--- config.mk ---
export PLATFORM = sky130hd
export DESIGN_NAME = exec_sequencer
export DESIGN_NICKNAME = d
export VERILOG_FILES = /design/src/rtl/exec_sequencer.sv
export SDC_FILE = /design/constraint.sdc
export NUM_CORES = 1
export LEC_CHECK = 0
export CAP_MARGIN = 40
export CORE_MARGIN = 5
export CORE_UTILIZATION = 48
export DETAILED_ROUTE_END_ITERATION = 6
export PLACE_DENSITY = 0.93
export REMOVE_ABC_BUFFERS = 1
export SLEW_MARGIN = 30
export SYNTH_ARGS = -nofsm -noshare
export SYNTH_HDL_FRONTEND = slang
export SYNTH_SLANG_ARGS = --single-unit
--- constraint.sdc ---
create_clock -name clk -period 4.9 [get_ports clk]
set_input_delay 1.225 -clock clk [delete_from_list [all_inputs] [get_ports clk]]
set_output_delay 1.225 -clock clk [all_outputs]
set_load 0.05 [all_outputs]
--- src/rtl/exec_sequencer.sv ---
// exec_sequencer: execution-stage sequencer that accepts one decoded operation
// at a time and drives a shared combinational ALU, using a second ALU pass to
// form the branch target. The result is handed to writeback/fetch over a
// valid/ready handshake.

module exec_sequencer #(
    parameter int DATA_WIDTH     = 32,
    parameter int ALU_OP_WIDTH   = 2,
    parameter int ALU_COMP_WIDTH = 3
) (
    input  logic                      clk,
    input  logic                      rst,
    input  logic                      flush,
    input  logic                      issue_valid,
    output logic                      issue_ready,
    input  logic [1:0]                issue_type,
    input  logic                      issue_sub,
    input  logic [2:0]                issue_funct3,
    input  logic [DATA_WIDTH-1:0]     issue_rs1,
    input  logic [DATA_WIDTH-1:0]     issue_rs2,
    input  logic [DATA_WIDTH-1:0]     issue_imm,
    input  logic [DATA_WIDTH-1:0]     issue_pc,
    output logic [DATA_WIDTH-1:0]     alu_din1,
    output logic [DATA_WIDTH-1:0]     alu_din2,
    output logic [ALU_OP_WIDTH-1:0]   alu_op,
    input  logic [DATA_WIDTH-1:0]     alu_dout,
    input  logic [ALU_COMP_WIDTH-1:0] alu_comp,
    output logic                      res_valid,
    input  logic                      res_ready,
    output logic [DATA_WIDTH-1:0]     res_data,
    output logic                      res_is_branch,
    output logic                      res_taken
);

    // ALU operation encodings shared with the ALU
    localparam logic [ALU_OP_WIDTH-1:0] ALU_OP_NOP = ALU_OP_WIDTH'(0);
    localparam logic [ALU_OP_WIDTH-1:0] ALU_OP_ADD = ALU_OP_WIDTH'(1);
    localparam logic [ALU_OP_WIDTH-1:0] ALU_OP_SUB = ALU_OP_WIDTH'(2);

    // Comparison flag bit positions
    localparam int ALU_COMP_EQ  = 0;
    localparam int ALU_COMP_LT  = 1;
    localparam int ALU_COMP_LTU = 2;

    // Operation types from decode
    localparam logic [1:0] TYPE_REG    = 2'd0;
    localparam logic [1:0] TYPE_IMM    = 2'd1;
    localparam logic [1:0] TYPE_BRANCH = 2'd2;
    localparam logic [1:0] TYPE_RSVD   = 2'd3;

    // Sequencer states
    localparam logic [1:0] IDLE   = 2'd0;
    localparam logic [1:0] EXEC   = 2'd1;
    localparam logic [1:0] TARGET = 2'd2;
    localparam logic [1:0] RESP   = 2'd3;

    logic [1:0]            state_q,     state_d;
    logic [1:0]            type_q,      type_d;
    logic                  sub_q,       sub_d;
    logic [2:0]            funct3_q,    funct3_d;
    logic [DATA_WIDTH-1:0] rs1_q,       rs1_d;
    logic [DATA_WIDTH-1:0] rs2_q,       rs2_d;
    logic [DATA_WIDTH-1:0] imm_q,       imm_d;
    logic [DATA_WIDTH-1:0] pc_q,        pc_d;
    logic [DATA_WIDTH-1:0] res_data_q,  res_data_d;
    logic                  res_branch_q, res_branch_d;
    logic                  res_taken_q, res_taken_d;

    logic accept;
    logic branch_taken;

    assign issue_ready   = (state_q == IDLE) && !flush;
    assign accept        = issue_valid && issue_ready;
    assign res_valid     = (state_q == RESP);
    assign res_data      = res_data_q;
    assign res_is_branch = res_branch_q;
    assign res_taken     = res_taken_q;

    // Resolve branch direction from the flags of the rs1-rs2 subtraction
    always_comb begin
        branch_taken = 1'b0;
        case (funct3_q)
            3'b000:  branch_taken =  alu_comp[ALU_COMP_EQ];
            3'b001:  branch_taken = !alu_comp[ALU_COMP_EQ];
            3'b100:  branch_taken =  alu_comp[ALU_COMP_LT];
            3'b101:  branch_taken = !alu_comp[ALU_COMP_LT];
            3'b110:  branch_taken =  alu_comp[ALU_COMP_LTU];
            3'b111:  branch_taken = !alu_comp[ALU_COMP_LTU];
            default: branch_taken = 1'b0;
        endcase
    end

    // Drive the ALU only in the two compute states; park it at NOP/zero otherwise
    always_comb begin
        alu_din1 = '0;
        alu_din2 = '0;
        alu_op   = ALU_OP_NOP;
        if (state_q == EXEC) begin
            alu_din1 = rs1_q;
            case (type_q)
                TYPE_REG: begin
                    alu_din2 = rs2_q;
                    alu_op   = sub_q ? ALU_OP_SUB : ALU_OP_ADD;
                end
                TYPE_IMM: begin
                    alu_din2 = imm_q;
                    alu_op   = ALU_OP_ADD;
                end
                default: begin
                    alu_din2 = rs2_q;
                    alu_op   = ALU_OP_SUB;
                end
            endcase
        end else if (state_q == TARGET) begin
            alu_din1 = pc_q;
            alu_din2 = imm_q;
            alu_op   = ALU_OP_ADD;
        end
    end

    // Next-state, operand capture and result capture; flush overrides the state walk
    always_comb begin
        state_d      = state_q;
        type_d       = type_q;
        sub_d        = sub_q;
        funct3_d     = funct3_q;
        rs1_d        = rs1_q;
        rs2_d        = rs2_q;
        imm_d        = imm_q;
        pc_d         = pc_q;
        res_data_d   = res_data_q;
        res_branch_d = res_branch_q;
        res_taken_d  = res_taken_q;

        case (state_q)
            IDLE: begin
                if (accept) begin
                    type_d       = issue_type;
                    sub_d        = issue_sub;
                    funct3_d     = issue_funct3;
                    rs1_d        = issue_rs1;
                    rs2_d        = issue_rs2;
                    imm_d        = issue_imm;
                    pc_d         = issue_pc;
                    res_data_d   = '0;
                    res_branch_d = 1'b0;
                    res_taken_d  = 1'b0;
                    state_d      = (issue_type == TYPE_RSVD) ? RESP : EXEC;
                end
            end
            EXEC: begin
                if (type_q == TYPE_BRANCH) begin
                    res_taken_d = branch_taken;
                    state_d     = TARGET;
                end else begin
                    res_data_d   = alu_dout;
                    res_branch_d = 1'b0;
                    res_taken_d  = 1'b0;
                    state_d      = RESP;
                end
            end
            TARGET: begin
                res_data_d   = alu_dout;
                res_branch_d = 1'b1;
                state_d      = RESP;
            end
            RESP: begin
                if (res_ready) begin
                    state_d = IDLE;
                end
            end
            default: state_d = IDLE;
        endcase

        if (flush) begin
            state_d = IDLE;
        end
    end

    // State and datapath registers with asynchronous active-low clear
    always_ff @(posedge clk or negedge rst) begin
        if (!rst) begin
            state_q      <= IDLE;
            type_q       <= 2'd0;
            sub_q        <= 1'b0;
            funct3_q     <= 3'd0;
            rs1_q        <= '0;
            rs2_q        <= '0;
            imm_q        <= '0;
            pc_q         <= '0;
            res_data_q   <= '0;
            res_branch_q <= 1'b0;
            res_taken_q  <= 1'b0;
        end else begin
            state_q      <= state_d;
            type_q       <= type_d;
            sub_q        <= sub_d;
            funct3_q     <= funct3_d;
            rs1_q        <= rs1_d;
            rs2_q        <= rs2_d;
            imm_q        <= imm_d;
            pc_q         <= pc_d;
            res_data_q   <= res_data_d;
            res_branch_q <= res_branch_d;
            res_taken_q  <= res_taken_d;
        end
    end

endmodule

=== Word-level counts from Yosys, hierarchy flattened ===
Index checks and enable logic that the tools add are counted.

* Register bits after elaboration: 170
* Output and inout port bits: 102
* Logic and storage cells: 65

* Equality and inequality tests: 15
* Muxes and demuxes: 24
* Reduce and logical (&&, ||, !) cells: 15

{| class="wikitable"
|+ Operators with widths
! operator !! number
|-
| 2-to-1 mux 32 bit || 7
|-
| case mux 32 bit (3 select lines) || 1
|-
| equality test 3 bit, second input constant || 4
|-
| 2-to-1 mux 2 bit || 6
|-
| equality test 2 bit, second input constant || 4
|-
| case mux 2 bit (4 select lines) || 1
|-
| case mux 1 bit (6 select lines) || 1
|-
| AND reduction 2 bit || 3
|-
| 2-to-1 mux 1 bit || 5
|-
| equality test 2 x 1 -> 1 bit, second input constant || 2
|-
| logical NOT 1 bit || 4
|-
| logical NOT 2 bit || 2
|-
| != test 2 bit, second input constant || 2
|-
| case mux 2 bit (2 select lines) || 1
|-
| equality test 3 x 1 -> 1 bit, second input constant || 1
|-
| logical NOT 3 bit || 1
|-
| != test 3 x 2 -> 1 bit, second input constant || 1
|-
| != test 3 bit, second input constant || 1
|-
| case mux 1 bit (3 select lines) || 1
|-
| AND reduction 3 bit || 1
|-
| nonzero test 3 bit || 1
|-
| logical AND 1 bit || 2
|-
| case mux 1 bit (2 select lines) || 1
|-
| nonzero test 2 bit || 1
|}

=== Logic depth before layout (Yosys ltp) ===
* Word-level depth: 6
* Gate-level depth with buffers: 8
* Mapped depth without buffers: 6

=== Worst setup path before layout ===
No wires, ideal clock.

* Path kind: reg2out
* Start point: register state_q[0]
* End point: output alu_din1[0]
* Data arrival time: 2.166 ns
* Data required time: 3.675 ns
* Path slack: 1.509 ns
* Cell stages (with the launch flop): 6
* Cells stage by stage: dfrtp_1 -> inv_1 -> ha_1 -> clkbuf_1 -> nand2_1 -> o21ai_0

* Longest elaborated chain between the ends: 3

{| class="wikitable"
|+ RTL lines
! item !! RTL line !! source
|-
| from (decl) || 57 || <nowiki>logic [1:0] state_q, state_d;</nowiki>
|-
| from (signal assigned) || 195 || <nowiki>state_q <= state_d;</nowiki>
|-
| equality test 2 bit || 114 || <nowiki>end else if (state_q == TARGET) begin</nowiki>
|-
| 2-to-1 mux 32 bit || 114 ||
|-
| 2-to-1 mux 32 bit (*) || 98 || <nowiki>if (state_q == EXEC) begin</nowiki>
|-
| to (decl) || 23 || <nowiki>output logic [DATA_WIDTH-1:0] alu_din1,</nowiki>
|}

Mark *: on every way between the ends. The rest lies on a longest branch, timed or not.

=== Worst setup path in the final report ===
* Start point: register state_q[1]
* End point: output alu_din1[14]

Same word-level chain as after synthesis.

==> run metrics <==
Mapped Area=0.00736 sq mm; Vias=approximately 5,600; dpl cell area=~0.010 sq mm; initial drt markers=218; hold slack=0.483 ns; Final Skew=roughly 0.008 ns; WL/cell=around 18 microns; Worst Hold End=res_data[14]; headroom to the max-slew limit=~48%; Tot GR Track Use=a little over a fifth; Warnings, synthesis=0; EDFF count, synth=0; TritonCTS Buffers=17; register area share after synthesis=between 50% and 60%; Yosys reg bits=between 150 and 200; worst setup path class=flop to output pin; commonest register cell after synthesis=dfrtp_1; combinational share of power=52.1%; chip height=~130 microns; Sw Ratio=a little over two fifths; final hold vios=0; share of the synthesized area in the top cell type=57.8%; Initial Util=48.6%; Port Buf Inserts=roughly 280; count of cell types in the netlist=33; final worst path period share=85.9%; status=finished, final reports clean; Top Ports=276; die area=~0.018 sq mm; Clk pwr share=17.3%; Via-to-Cell Ratio=approximately 5.2; RSZ-0062 raised after global routing=no; CP Data Required Time=about 3.7 ns; total wire length=between 15,000 and 20,000 microns; # setup viols final=0; Overflow after GRT=0; area leader, netlist=dfrtp_1; met2 Use GR=a little over a third; hpwl dp=13,700 microns; post-cts resize count=0; Worst-path clk slew=~0.07 ns; flop-to-flop setup slack=around 2.8 ns; layout cell share with drive strength beyond 1=24.0%; count leader, synth=dfrtp_1; ant diodes=0; Tmin final=between 4 and 5 ns; Mapped Cells=between 600 and 700; r2r startpoint=state_q[0]; power share of the sequential group=a little under a third; WHS Path Cells=2; vias in the first global route=6,026; Routed Antenna Nets=0; CTS tree=yes; power per standard cell area=approximately 730 mW/mm^2; met3 Usage GRT=7.88%; Hold Crit Start=res_data[14]; Crit. End Element=output pin; DRC violations left=0; switching power=3.46 mW; worst hold path class=flop to flop; Core Box Area=about 0.015 sq mm; fillers=between 1,000 and 1,500; type of origin of the critical path=flop; finished layout cell area=around 0.011 sq mm; Hold Buf Count CTS=0; Area growth syn-to-layout=46.8%; overall power=7.91 mW; FFs w/ async S/R, synth=100%; Max Fclk=0.237 GHz; Synth area leaders=dfrtp_1 (58%), mux2_2 (21%), nand2_1 (6.5%); R2R cell count=7; worst slew pin tran=just under 0.8 ns; CP arrival=between 2 and 3 ns; Layout Cells excl Fill=approximately 1,100; Root Driver=clkbuf_16; fin nets=1,052; Worst Setup SP=state_q[1]; Final TNS setup=0 ns; Final Max Tran Viols=0; CTS Buffer Depth=2; Max FO, Critical Path=roughly 50; syn_area_per_cell=around 12 sq um; Rows=45; first-pass GRT wire length=a little over 30,000 microns; top post-synthesis cells by count=dfrtp_1 (170), mux2_2 (135), nand2_1 (128); chip width=134 microns; GR peak layer=met2; CTS sink count=170; initial antenna violation count=1; htree depth=4; dpl cells=between 1,000 and 1,500; worst skew pair latency=approximately 0.42 ns; maxcap violations=0; peak supply drop=approximately 430 uV; GR Layer Usage met1=between 20% and 30%; largest net degree at the start of global routing=slightly above 90; routability cong.=~0.79; RR Endpoint=res_taken; Initial DRT Pass Iterations=4; Pleak=roughly 4.6 nW; Post-CTS Setup Bufs=0; Pint=between 4 and 5 mW
==> stage by stage <==
| step | setup WS (ns) | utilization [%] |
|---|---|---|
| final | 0.689 | 71.4 |
| after global routing | 0.541 | 71.4 |
| after CTS | 0.661 | 71.2 |
| after detailed placement | 0.988 | 67.1 |
| after global placement | 0.987 | 67.0 |
| after floorplan | -0.848 | - |
==> metal layers <==
metal	vias up	share of wire (%)
met4	2	2.3
met5	-	0.057
met3	33	8.7
li1	2643	-
met1	2719	39
met2	193	50
==> sequential cells by signal, summed over array words and instances, names as in the netlist <==
name / cells
res_taken: 1
res_data: 32
sub_q: 1
rs1_q: 32
pc_q: 32
res_is_branch: 1
state_q: 2
type_q: 2
rs2_q: 32
funct3_q: 3
imm_q: 32
==> power groups by stage <==
stage / registers [mW] / clock network, mW / logic (mW)
floorplan: 2.62 / 0 / 2.64
global placement: 2.39 / 0 / 4.02
detailed placement: 2.44 / 0 / 4.14
CTS: 2.42 / 1.41 / 4.16
global route: 2.50 / 1.46 / 4.37
finish: 2.42 / 1.37 / 4.12
==> cells in the final DEF (no fill, tap or decap), types with 2 or more instances in the layout <==
master,Yosys,layout
clkdlybuf4s50_1,0,242
dfrtp_1,170,170
mux2_2,135,135
nand2_1,128,128
buf_4,6,36
a22o_1,33,33
o21ai_1,32,32
o21ai_0,31,31
clkbuf_16,0,17
inv_1,5,5
nand2b_1,5,5
a21oi_1,4,4
ha_1,5,3
bufinv_16,0,3
inv_6,0,3
clkinvlp_4,0,3
buf_12,0,3
a31o_2,2,2
nor2_1,2,2
xnor2_1,2,2
nor3_1,2,2
ha_2,0,2
clkinv_4,0,2
clkinv_2,0,2
==> critical path, cell delays in order, from the launching register on <==
cell             delay [ns]
dfrtp_1                0.44
inv_1                  0.11
ha_2                   0.41
buf_4                  0.46
nand2_1                0.10
o21ai_0                0.13
clkdlybuf4s50_1        0.90
==> layout make-up <==
cell class,instances,area [sq um],share of cell area (%)
Multi-Input combinational cell,396,2900,26.8
Clock buffer,19,443,4.10
Sequential cell,170,4250,39.4
Inverter,5,18.8,0.174
Tap cell,188,235,2.18
Timing Repair Buffer,283,2790,25.8
Clock inverter,13,166,1.54
==> cell families (layout without fill, tap and decap cells) <==
group / Yosys count / in the layout / synth area share, %
flip-flops: 170 / 170 / 57.8
AND/OR/NAND/NOR: 143 / 143 / 7.75
multiplexers: 136 / 136 / 20.8
AO/OA/AOI/OAI: 109 / 109 / 9.47
buffers and inverters: 47 / 320 / 2.97
adder cells (fa/ha/maj): 5 / 5 / 0.850
XOR/XNOR: 3 / 3 / 0.357
==> worst max-delay path by stage <==
stage / endpoint / slack, ns / cells after the start
after detailed placement: issue_ready / 0.99 / 3
after global placement: issue_ready / 0.99 / 3
final: alu_din1[14] / 0.69 / 6
after floorplan: res_taken / -0.85 / 4
after CTS: alu_din1[14] / 0.66 / 6
after global routing: alu_din1[14] / 0.54 / 6
(Power assumes the default switching activity.)
